--- src/rtl/apb_periph_demux.sv ---
// rtl/apb_periph_demux.sv - APB one-to-many demux with registered request path, decode/timeout errors and sticky error capture
// Optional watchdog compiled in with APB_DEMUX_TIMEOUT_EN.
module apb_periph_demux #(
    parameter int NUM_SLAVES = 8,
    parameter int ADDR_WIDTH = 32,
    parameter int DATA_WIDTH = 32,
    parameter logic [NUM_SLAVES-1:0][ADDR_WIDTH-1:0] SLV_BASE = '0,
    parameter logic [NUM_SLAVES-1:0][ADDR_WIDTH-1:0] SLV_MASK = '0,
    parameter int TIMEOUT_CYCLES = 255
) (
    input  logic                             clk_i,
    input  logic                             rst_i,
    input  logic                             s_psel_i,
    input  logic                             s_penable_i,
    input  logic                             s_pwrite_i,
    input  logic [ADDR_WIDTH-1:0]            s_paddr_i,
    input  logic [DATA_WIDTH-1:0]            s_pwdata_i,
    output logic [DATA_WIDTH-1:0]            s_prdata_o,
    output logic                             s_pready_o,
    output logic                             s_pslverr_o,
    output logic [NUM_SLAVES-1:0]            m_psel_o,
    output logic                             m_penable_o,
    output logic                             m_pwrite_o,
    output logic [ADDR_WIDTH-1:0]            m_paddr_o,
    output logic [DATA_WIDTH-1:0]            m_pwdata_o,
    input  logic [NUM_SLAVES*DATA_WIDTH-1:0] m_prdata_i,
    input  logic [NUM_SLAVES-1:0]            m_pready_i,
    input  logic [NUM_SLAVES-1:0]            m_pslverr_i,
    output logic                             err_valid_o,
    output logic [1:0]                       err_code_o,
    output logic [ADDR_WIDTH-1:0]            err_addr_o,
    input  logic                             err_clr_i
);

    localparam int SEL_W = (NUM_SLAVES > 1) ? $clog2(NUM_SLAVES) : 1;

    if (NUM_SLAVES < 1 || NUM_SLAVES > 32 || TIMEOUT_CYCLES < 1) begin : g_bad_cfg
        $error("apb_periph_demux: illegal NUM_SLAVES or TIMEOUT_CYCLES");
    end

    typedef enum logic [1:0] {
        IDLE     = 2'd0,
        M_SETUP  = 2'd1,
        M_ACCESS = 2'd2,
        RESP     = 2'd3
    } state_t;

    state_t                 state_q, state_d;
    logic [SEL_W-1:0]       sel_q;
    logic [ADDR_WIDTH-1:0]  paddr_q;
    logic [DATA_WIDTH-1:0]  pwdata_q;
    logic                   pwrite_q;
    logic [DATA_WIDTH-1:0]  rsp_data_q;
    logic                   rsp_err_q;
    logic                   err_valid_q;
    logic [1:0]             err_code_q;
    logic [ADDR_WIDTH-1:0]  err_addr_q;

    logic                   setup_req;
    logic                   hit_any;
    logic [SEL_W-1:0]       hit_idx;
    logic [DATA_WIDTH-1:0]  sel_rdata;
    logic                   sel_ready;
    logic                   sel_err;
    logic                   miss_evt;
    logic                   timeout_hit;

    assign setup_req = s_psel_i && !s_penable_i;
    assign miss_evt  = (state_q == IDLE) && setup_req && !hit_any;

    // Walk from the top index down so the lowest-index hit wins on overlap.
    always_comb begin
        hit_any = 1'b0;
        hit_idx = '0;
        for (int i = NUM_SLAVES - 1; i >= 0; i--) begin
            if ((s_paddr_i & SLV_MASK[i]) == SLV_BASE[i]) begin
                hit_any = 1'b1;
                hit_idx = SEL_W'(i);
            end
        end
    end

    always_comb begin
        sel_rdata = '0;
        sel_ready = 1'b0;
        sel_err   = 1'b0;
        for (int i = 0; i < NUM_SLAVES; i++) begin
            if (sel_q == SEL_W'(i)) begin
                sel_rdata = m_prdata_i[i*DATA_WIDTH +: DATA_WIDTH];
                sel_ready = m_pready_i[i];
                sel_err   = m_pslverr_i[i];
            end
        end
    end

`ifdef APB_DEMUX_TIMEOUT_EN
    localparam int CNT_W = $clog2(TIMEOUT_CYCLES + 1);

    logic [CNT_W-1:0] wait_cnt_q;
    logic [CNT_W-1:0] wait_cnt_inc;

    assign wait_cnt_inc = wait_cnt_q + 1'b1;
    // A ready arriving on the limit cycle takes priority over the abort.
    assign timeout_hit  = (state_q == M_ACCESS) && !sel_ready &&
                          (wait_cnt_inc == CNT_W'(TIMEOUT_CYCLES));

    always_ff @(posedge clk_i) begin
        if (rst_i) begin
            wait_cnt_q <= '0;
        end else if ((state_q == IDLE) && setup_req && hit_any) begin
            wait_cnt_q <= '0;
        end else if (state_q == M_ACCESS) begin
            wait_cnt_q <= wait_cnt_inc;
        end
    end
`else
    assign timeout_hit = 1'b0;
`endif

    always_ff @(posedge clk_i) begin
        if (rst_i) begin
            state_q <= IDLE;
        end else begin
            state_q <= state_d;
        end
    end

    always_comb begin
        state_d     = state_q;
        s_pready_o  = 1'b0;
        s_pslverr_o = 1'b0;
        s_prdata_o  = '0;
        m_psel_o    = '0;
        m_penable_o = 1'b0;
        case (state_q)
            IDLE: begin
                if (setup_req) begin
                    state_d = hit_any ? M_SETUP : RESP;
                end
            end
            M_SETUP: begin
                for (int i = 0; i < NUM_SLAVES; i++) begin
                    m_psel_o[i] = (sel_q == SEL_W'(i));
                end
                state_d = M_ACCESS;
            end
            M_ACCESS: begin
                for (int i = 0; i < NUM_SLAVES; i++) begin
                    m_psel_o[i] = (sel_q == SEL_W'(i));
                end
                m_penable_o = 1'b1;
                if (sel_ready || timeout_hit) begin
                    state_d = RESP;
                end
            end
            RESP: begin
                s_pready_o  = 1'b1;
                s_pslverr_o = rsp_err_q;
                s_prdata_o  = rsp_data_q;
                state_d     = IDLE;
            end
            default: state_d = IDLE;
        endcase
    end

    always_ff @(posedge clk_i) begin
        if (rst_i) begin
            sel_q      <= '0;
            paddr_q    <= '0;
            pwdata_q   <= '0;
            pwrite_q   <= 1'b0;
            rsp_data_q <= '0;
            rsp_err_q  <= 1'b0;
        end else begin
            case (state_q)
                IDLE: begin
                    if (setup_req) begin
                        sel_q      <= hit_idx;
                        paddr_q    <= s_paddr_i;
                        pwdata_q   <= s_pwdata_i;
                        pwrite_q   <= s_pwrite_i;
                        rsp_data_q <= '0;
                        rsp_err_q  <= !hit_any;
                    end
                end
                M_ACCESS: begin
                    if (sel_ready) begin
                        rsp_data_q <= pwrite_q ? '0 : sel_rdata;
                        rsp_err_q  <= sel_err;
                    end else if (timeout_hit) begin
                        rsp_data_q <= '0;
                        rsp_err_q  <= 1'b1;
                    end
                end
                default: ;
            endcase
        end
    end

    // A new error beats a same-cycle clear; otherwise the first capture sticks.
    always_ff @(posedge clk_i) begin
        if (rst_i) begin
            err_valid_q <= 1'b0;
            err_code_q  <= 2'b00;
            err_addr_q  <= '0;
        end else if ((miss_evt || timeout_hit) && (!err_valid_q || err_clr_i)) begin
            err_valid_q <= 1'b1;
            err_code_q  <= timeout_hit ? 2'b10 : 2'b01;
            err_addr_q  <= miss_evt ? s_paddr_i : paddr_q;
        end else if (err_clr_i) begin
            err_valid_q <= 1'b0;
            err_code_q  <= 2'b00;
            err_addr_q  <= '0;
        end
    end

    assign m_paddr_o   = paddr_q;
    assign m_pwdata_o  = pwdata_q;
    assign m_pwrite_o  = pwrite_q;
    assign err_valid_o = err_valid_q;
    assign err_code_o  = err_code_q;
    assign err_addr_o  = err_addr_q;

endmodule

--- config.mk ---
export PLATFORM = sky130hd
export DESIGN_NAME = apb_periph_demux
export DESIGN_NICKNAME = d
export VERILOG_FILES = /design/src/rtl/apb_periph_demux.sv
export SDC_FILE = /design/constraint.sdc
export NUM_CORES = 1
export LEC_CHECK = 0
export CORE_AREA = 2 2 187 189
export DETAILED_ROUTE_END_ITERATION = 6
export DIE_AREA = 0 0 189 191
export SYNTH_ARGS = -nofsm -noshare
export SYNTH_HDL_FRONTEND = slang
export SYNTH_SLANG_ARGS = --single-unit
export TNS_END_PERCENT = 50
--- constraint.sdc ---
create_clock -name clk_i -period 4.07 [get_ports clk_i]
set_input_delay 1.221 -clock clk_i [delete_from_list [all_inputs] [get_ports clk_i]]
set_output_delay 1.221 -clock clk_i [all_outputs]
set_load 0.01 [all_outputs]
=== Yosys cells after proc, flatten, opt, wreduce, memory -nomap -nowiden ===
Cells that the tools add are included.

* Bits in registers: 100
* Memories kept: 0
* Bits of input ports: 342
* Output and inout bits: 143
* Logic and storage cells: 34
* RAM bits: 0
* ROM bits: 0
* Bits in latches: 0

* Add/sub/neg operators: 0
* Shifts and indexed selects: 0
* Equality and inequality tests: 5
* Divide/modulo/power cells: 0
* Reductions and logical operators: 8
* Multiplexer cells: 15
* $mul: 0
* Order comparisons: 0
* Bitwise operators: 0

{| class="wikitable"
|+ Operators by type and width
! operator !! count
|-
| $mux W32 || 4
|-
| $pmux W32 S2 || 1
|-
| $pmux W2 S4 || 1
|-
| $mux W1 || 6
|-
| $eq A2 B2 Y1 const B || 2
|-
| $mux W2 || 2
|-
| $ne A2 B2 Y1 const B || 2
|-
| $reduce_and A2 Y1 || 2
|-
| $reduce_and A3 Y1 || 1
|-
| $eq A2 B1 Y1 const B || 1
|-
| $logic_not A2 Y1 || 1
|-
| $pmux W1 S2 || 1
|-
| $reduce_bool A2 Y1 || 1
|-
| $reduce_or A2 Y1 || 1
|-
| $logic_and A1 B1 Y1 || 1
|-
| $logic_not A1 Y1 || 1
|}

=== Logic depth before layout (Yosys ltp) ===
* Depth after elaboration: 4
* Depth in mapped cells: 7
* Gate-level depth less buffers: 5

=== Worst setup path before layout ===
Ideal clock, no wire load.

* Path kind: reg-to-output
* Start point: reg state_q[1]
* End point: out s_prdata_o[10]
* Path buffers: 1
* Slack: 1.788 ns
* Data required time: 2.849 ns
* Arrival time: 1.061 ns
* Stages on the path, launching flop included: 4
* Cell sequence: dfxtp_1 ha_1 clkbuf_1 and2_1

* Longest elaborated chain between the ends: 2

{| class="wikitable"
|+ Ends and longest elaborated chain
! element !! line !! text
|-
| from (decl) || 48 || <nowiki>state_t state_q, state_d;</nowiki>
|-
| from (signal assigned) || 124 || <nowiki>state_q <= state_d;</nowiki>
|-
| $eq A2 B2 Y1 || 135 || <nowiki>case (state_q)</nowiki>
|-
| $mux W32 || 135 ||
|-
| to (decl) || 18 || <nowiki>output logic [DATA_WIDTH-1:0] s_prdata_o,</nowiki>
|}

Every way passes these cells.

=== Final worst setup path ===
* Start point: reg state_q[1]
* End point: out s_prdata_o[2]

Same word-level chain as after synthesis.

==> impl_metrics.tcl <==
set metrics [dict create \
    cts_tree "yes" \
    reg2reg_setup_slack_ns 2.12 \
    nets 1060 \
    die_area_sq_mm 0.03610 \
    power_leakage_nw 2.533 \
    post_drt_via_cell_ratio 3.294 \
    num_antenna_cells 0 \
    yosys.area.top_type "dfxtp_1" \
    fmax_mhz 280.9 \
    routed_wl_mm 14.37 \
    drive_gt1_share_pct 4.039 \
    yosysUniqueCellTypes 20 \
    synth_top_area_share_pct 45.29 \
    cts_root_buf "clkbuf_16" \
    finalPower_mw 2.931 \
    synth_area_leaders "dfxtp_1 (45%), nand2_1 (14%), buf_4 (8.3%)" \
    netlist_area_sq_mm 0.004420 \
    critPathArrivalTime_ns 2.34 \
    wl_met3_mm 1.243 \
    first_pass_iters 6 \
    core-area_sq_mm 0.03412 \
    synth_warnings 0 \
    antenna_found_initial 0 \
    met2WireLength_mm 6.332 \
    ys_seq_elements 100 \
    finalCritPeriodShare_pct 87.47 \
    io_pins 485 \
    die_x_um 189 \
    slew_headroom_pct 56.16 \
    placed_cells 1157 \
    row_count 68 \
    overflow 0 \
    htreeDepth 3 \
    start_kind "register" \
    drv_slew 0 \
    status "finished, final reports clean" \
    grt_pass1_vias 3677 \
    seq_area_frac_synth_pct 45.29 \
    dr.max_layer_used "met4" \
    rsz0062_at_grt "no" \
    hold_violations 0 \
    syn2layout_area_growth_pct 58.02 \
    cts_resized 0 \
    whs_ns 0.4535 \
    setup.worst_path.class "reg2out" \
    end_kind "output port" \
    max_cap_violations 0 \
    tightest_slew_ns 0.6576 \
    fp.dieH_um 191 \
    finalNonFillerCells 1173 \
    ant_nets 0 \
    worstPathMaxFanout 20 \
    vias 3864 \
    grt_pass1_wl_mm 21.38 \
    dp_hpwl_mm 10.61 \
    place.gp.congestion 0.6804 \
    start_util_pct 12.96 \
    final.min_clock_period_ns 3.560 \
    clock_path_buffers 2 \
    port_buffers 203 \
    worstPathRequired_ns 2.85 \
    post_cts_buffers 0 \
    min_path_type "reg2reg" \
    clock_sinks 100 \
    setup_viol 0 \
    setup_tns_ns 0 \
    grtUsageTotal_pct 7.739 \
    wl_met1_mm 6.583 \
    hold_buffers 0 \
    syn-instance-count 527 \
    grt_max_degree 56 \
    fin_skew_ns 0.005729 \
    cts_buffers 9 \
    ir_drop_mv 0.2222 \
    clk_latency_ns 0.35 \
    drc 0 \
    wire_per_inst_um 12.25 \
    drtIter0Drc 88 \
    syn_avg_cell_area_sq_um 8.388 \
    clk_pin_slew_ns 0.07 \
    powerDensity_mw_per_mm2 419.6 \
]
==> through the flow <==
step	cell area (sq um)	worst slack, ns	utilization [%]
2_1_floorplan	4574	1.788	-
3_3_place_gp	6699	0.8108	19.63
3_5_place_dp	6699	0.7973	19.63
4_1_cts	6985	0.3937	20.47
5_1_grt	6985	0.3038	20.47
6_report	6985	0.5102	20.47
==> synthesized netlist by cell type <==
library cell,instances
a21o_1,1
a21oi_1,66
and2_1,33
and3b_1,1
buf_12,3
buf_2,14
buf_4,49
buf_6,1
clkbuf_1,11
conb_1,1
dfxtp_1,100
ha_1,5
inv_1,2
mux2i_1,36
nand2_1,162
nand2b_1,37
nand3b_1,2
nor2b_1,1
nor3b_2,1
o21bai_1,1
==> state kept, by name, indices dropped and copies added (netlist names) <==
signal,cells
m_pwrite_o,1
m_paddr_o,32
m_pwdata_o,32
rsp_data_q,32
rsp_err_q,1
state_q,2
==> final cells by class <==
cell class                 count  area, sq um
inverter                       2        7.507
clock buffer                  10        239.0
sequential                   100         2002
timing repair buffer         212         2097
fill                        3783        27130
multi-input combinational    388         2023
clock inverter                 6        47.55
tap                          455        569.3
==> worst max-delay path, cell delays in order (launching register included) <==
cell and delay (ns):
dfxtp_1 0.41, ha_1 0.61, buf_4 0.28, and2_1 0.13
clkdlybuf4s50_1 0.54
==> power breakdown <==
part / switching, mW / internal, mW
Sequential: 0.0559 / 1.08
Clock: 0.405 / 0.435
Combinational: 0.490 / 0.461
==> placed cells by master, fill, tap and decap left out <==
| master | synthesis | layout |
|---|---|---|
| clkdlybuf4s50_1 | 0 | 202 |
| nand2_1 | 162 | 162 |
| dfxtp_1 | 100 | 100 |
| a21oi_1 | 66 | 66 |
| conb_1 | 1 | 42 |
| nand2b_1 | 37 | 37 |
| mux2i_1 | 36 | 36 |
| and2_1 | 33 | 33 |
| buf_4 | 49 | 10 |
| clkbuf_16 | 0 | 9 |
| ha_1 | 5 | 5 |
| clkinvlp_4 | 0 | 4 |
| inv_1 | 2 | 2 |
| nand3b_1 | 2 | 2 |
| and3b_2 | 0 | 1 |
| nor3b_4 | 0 | 1 |
| a21o_2 | 0 | 1 |
| o21bai_1 | 1 | 1 |
| nor2b_1 | 1 | 1 |
| clkbuf_8 | 0 | 1 |
| clkinv_4 | 0 | 1 |
| inv_6 | 0 | 1 |
==> worst paths after layout <==
path / from / cells after the start / end
worst min-delay path: m_paddr_o[12] / 2 / m_paddr_o[12]
worst min register to register: m_paddr_o[12] / 2 / m_paddr_o[12]
worst max-delay path: state_q[1] / 4 / s_prdata_o[2]
worst max register to register: state_q[0] / 6 / m_pwdata_o[13]
==> metal layers <==
metal	GRT usage, %	vias up
met5	0	-
met4	2.794	0
met3	3.048	12
met2	11.68	147
met1	9.931	1752
li1	-	1953
==> cells by family (layout without fill, tap and decap cells) <==
logic type,after synthesis,count (layout),synth area share [%]
buf+inv,80,230,12.62
flops,100,100,45.29
fa+ha+maj,5,5,1.415
simple gates,237,237,24.62
other cells,1,42,0.08483
mux,36,36,8.152
compound gates,68,68,7.812
Power figures use the tool's default switching activity.
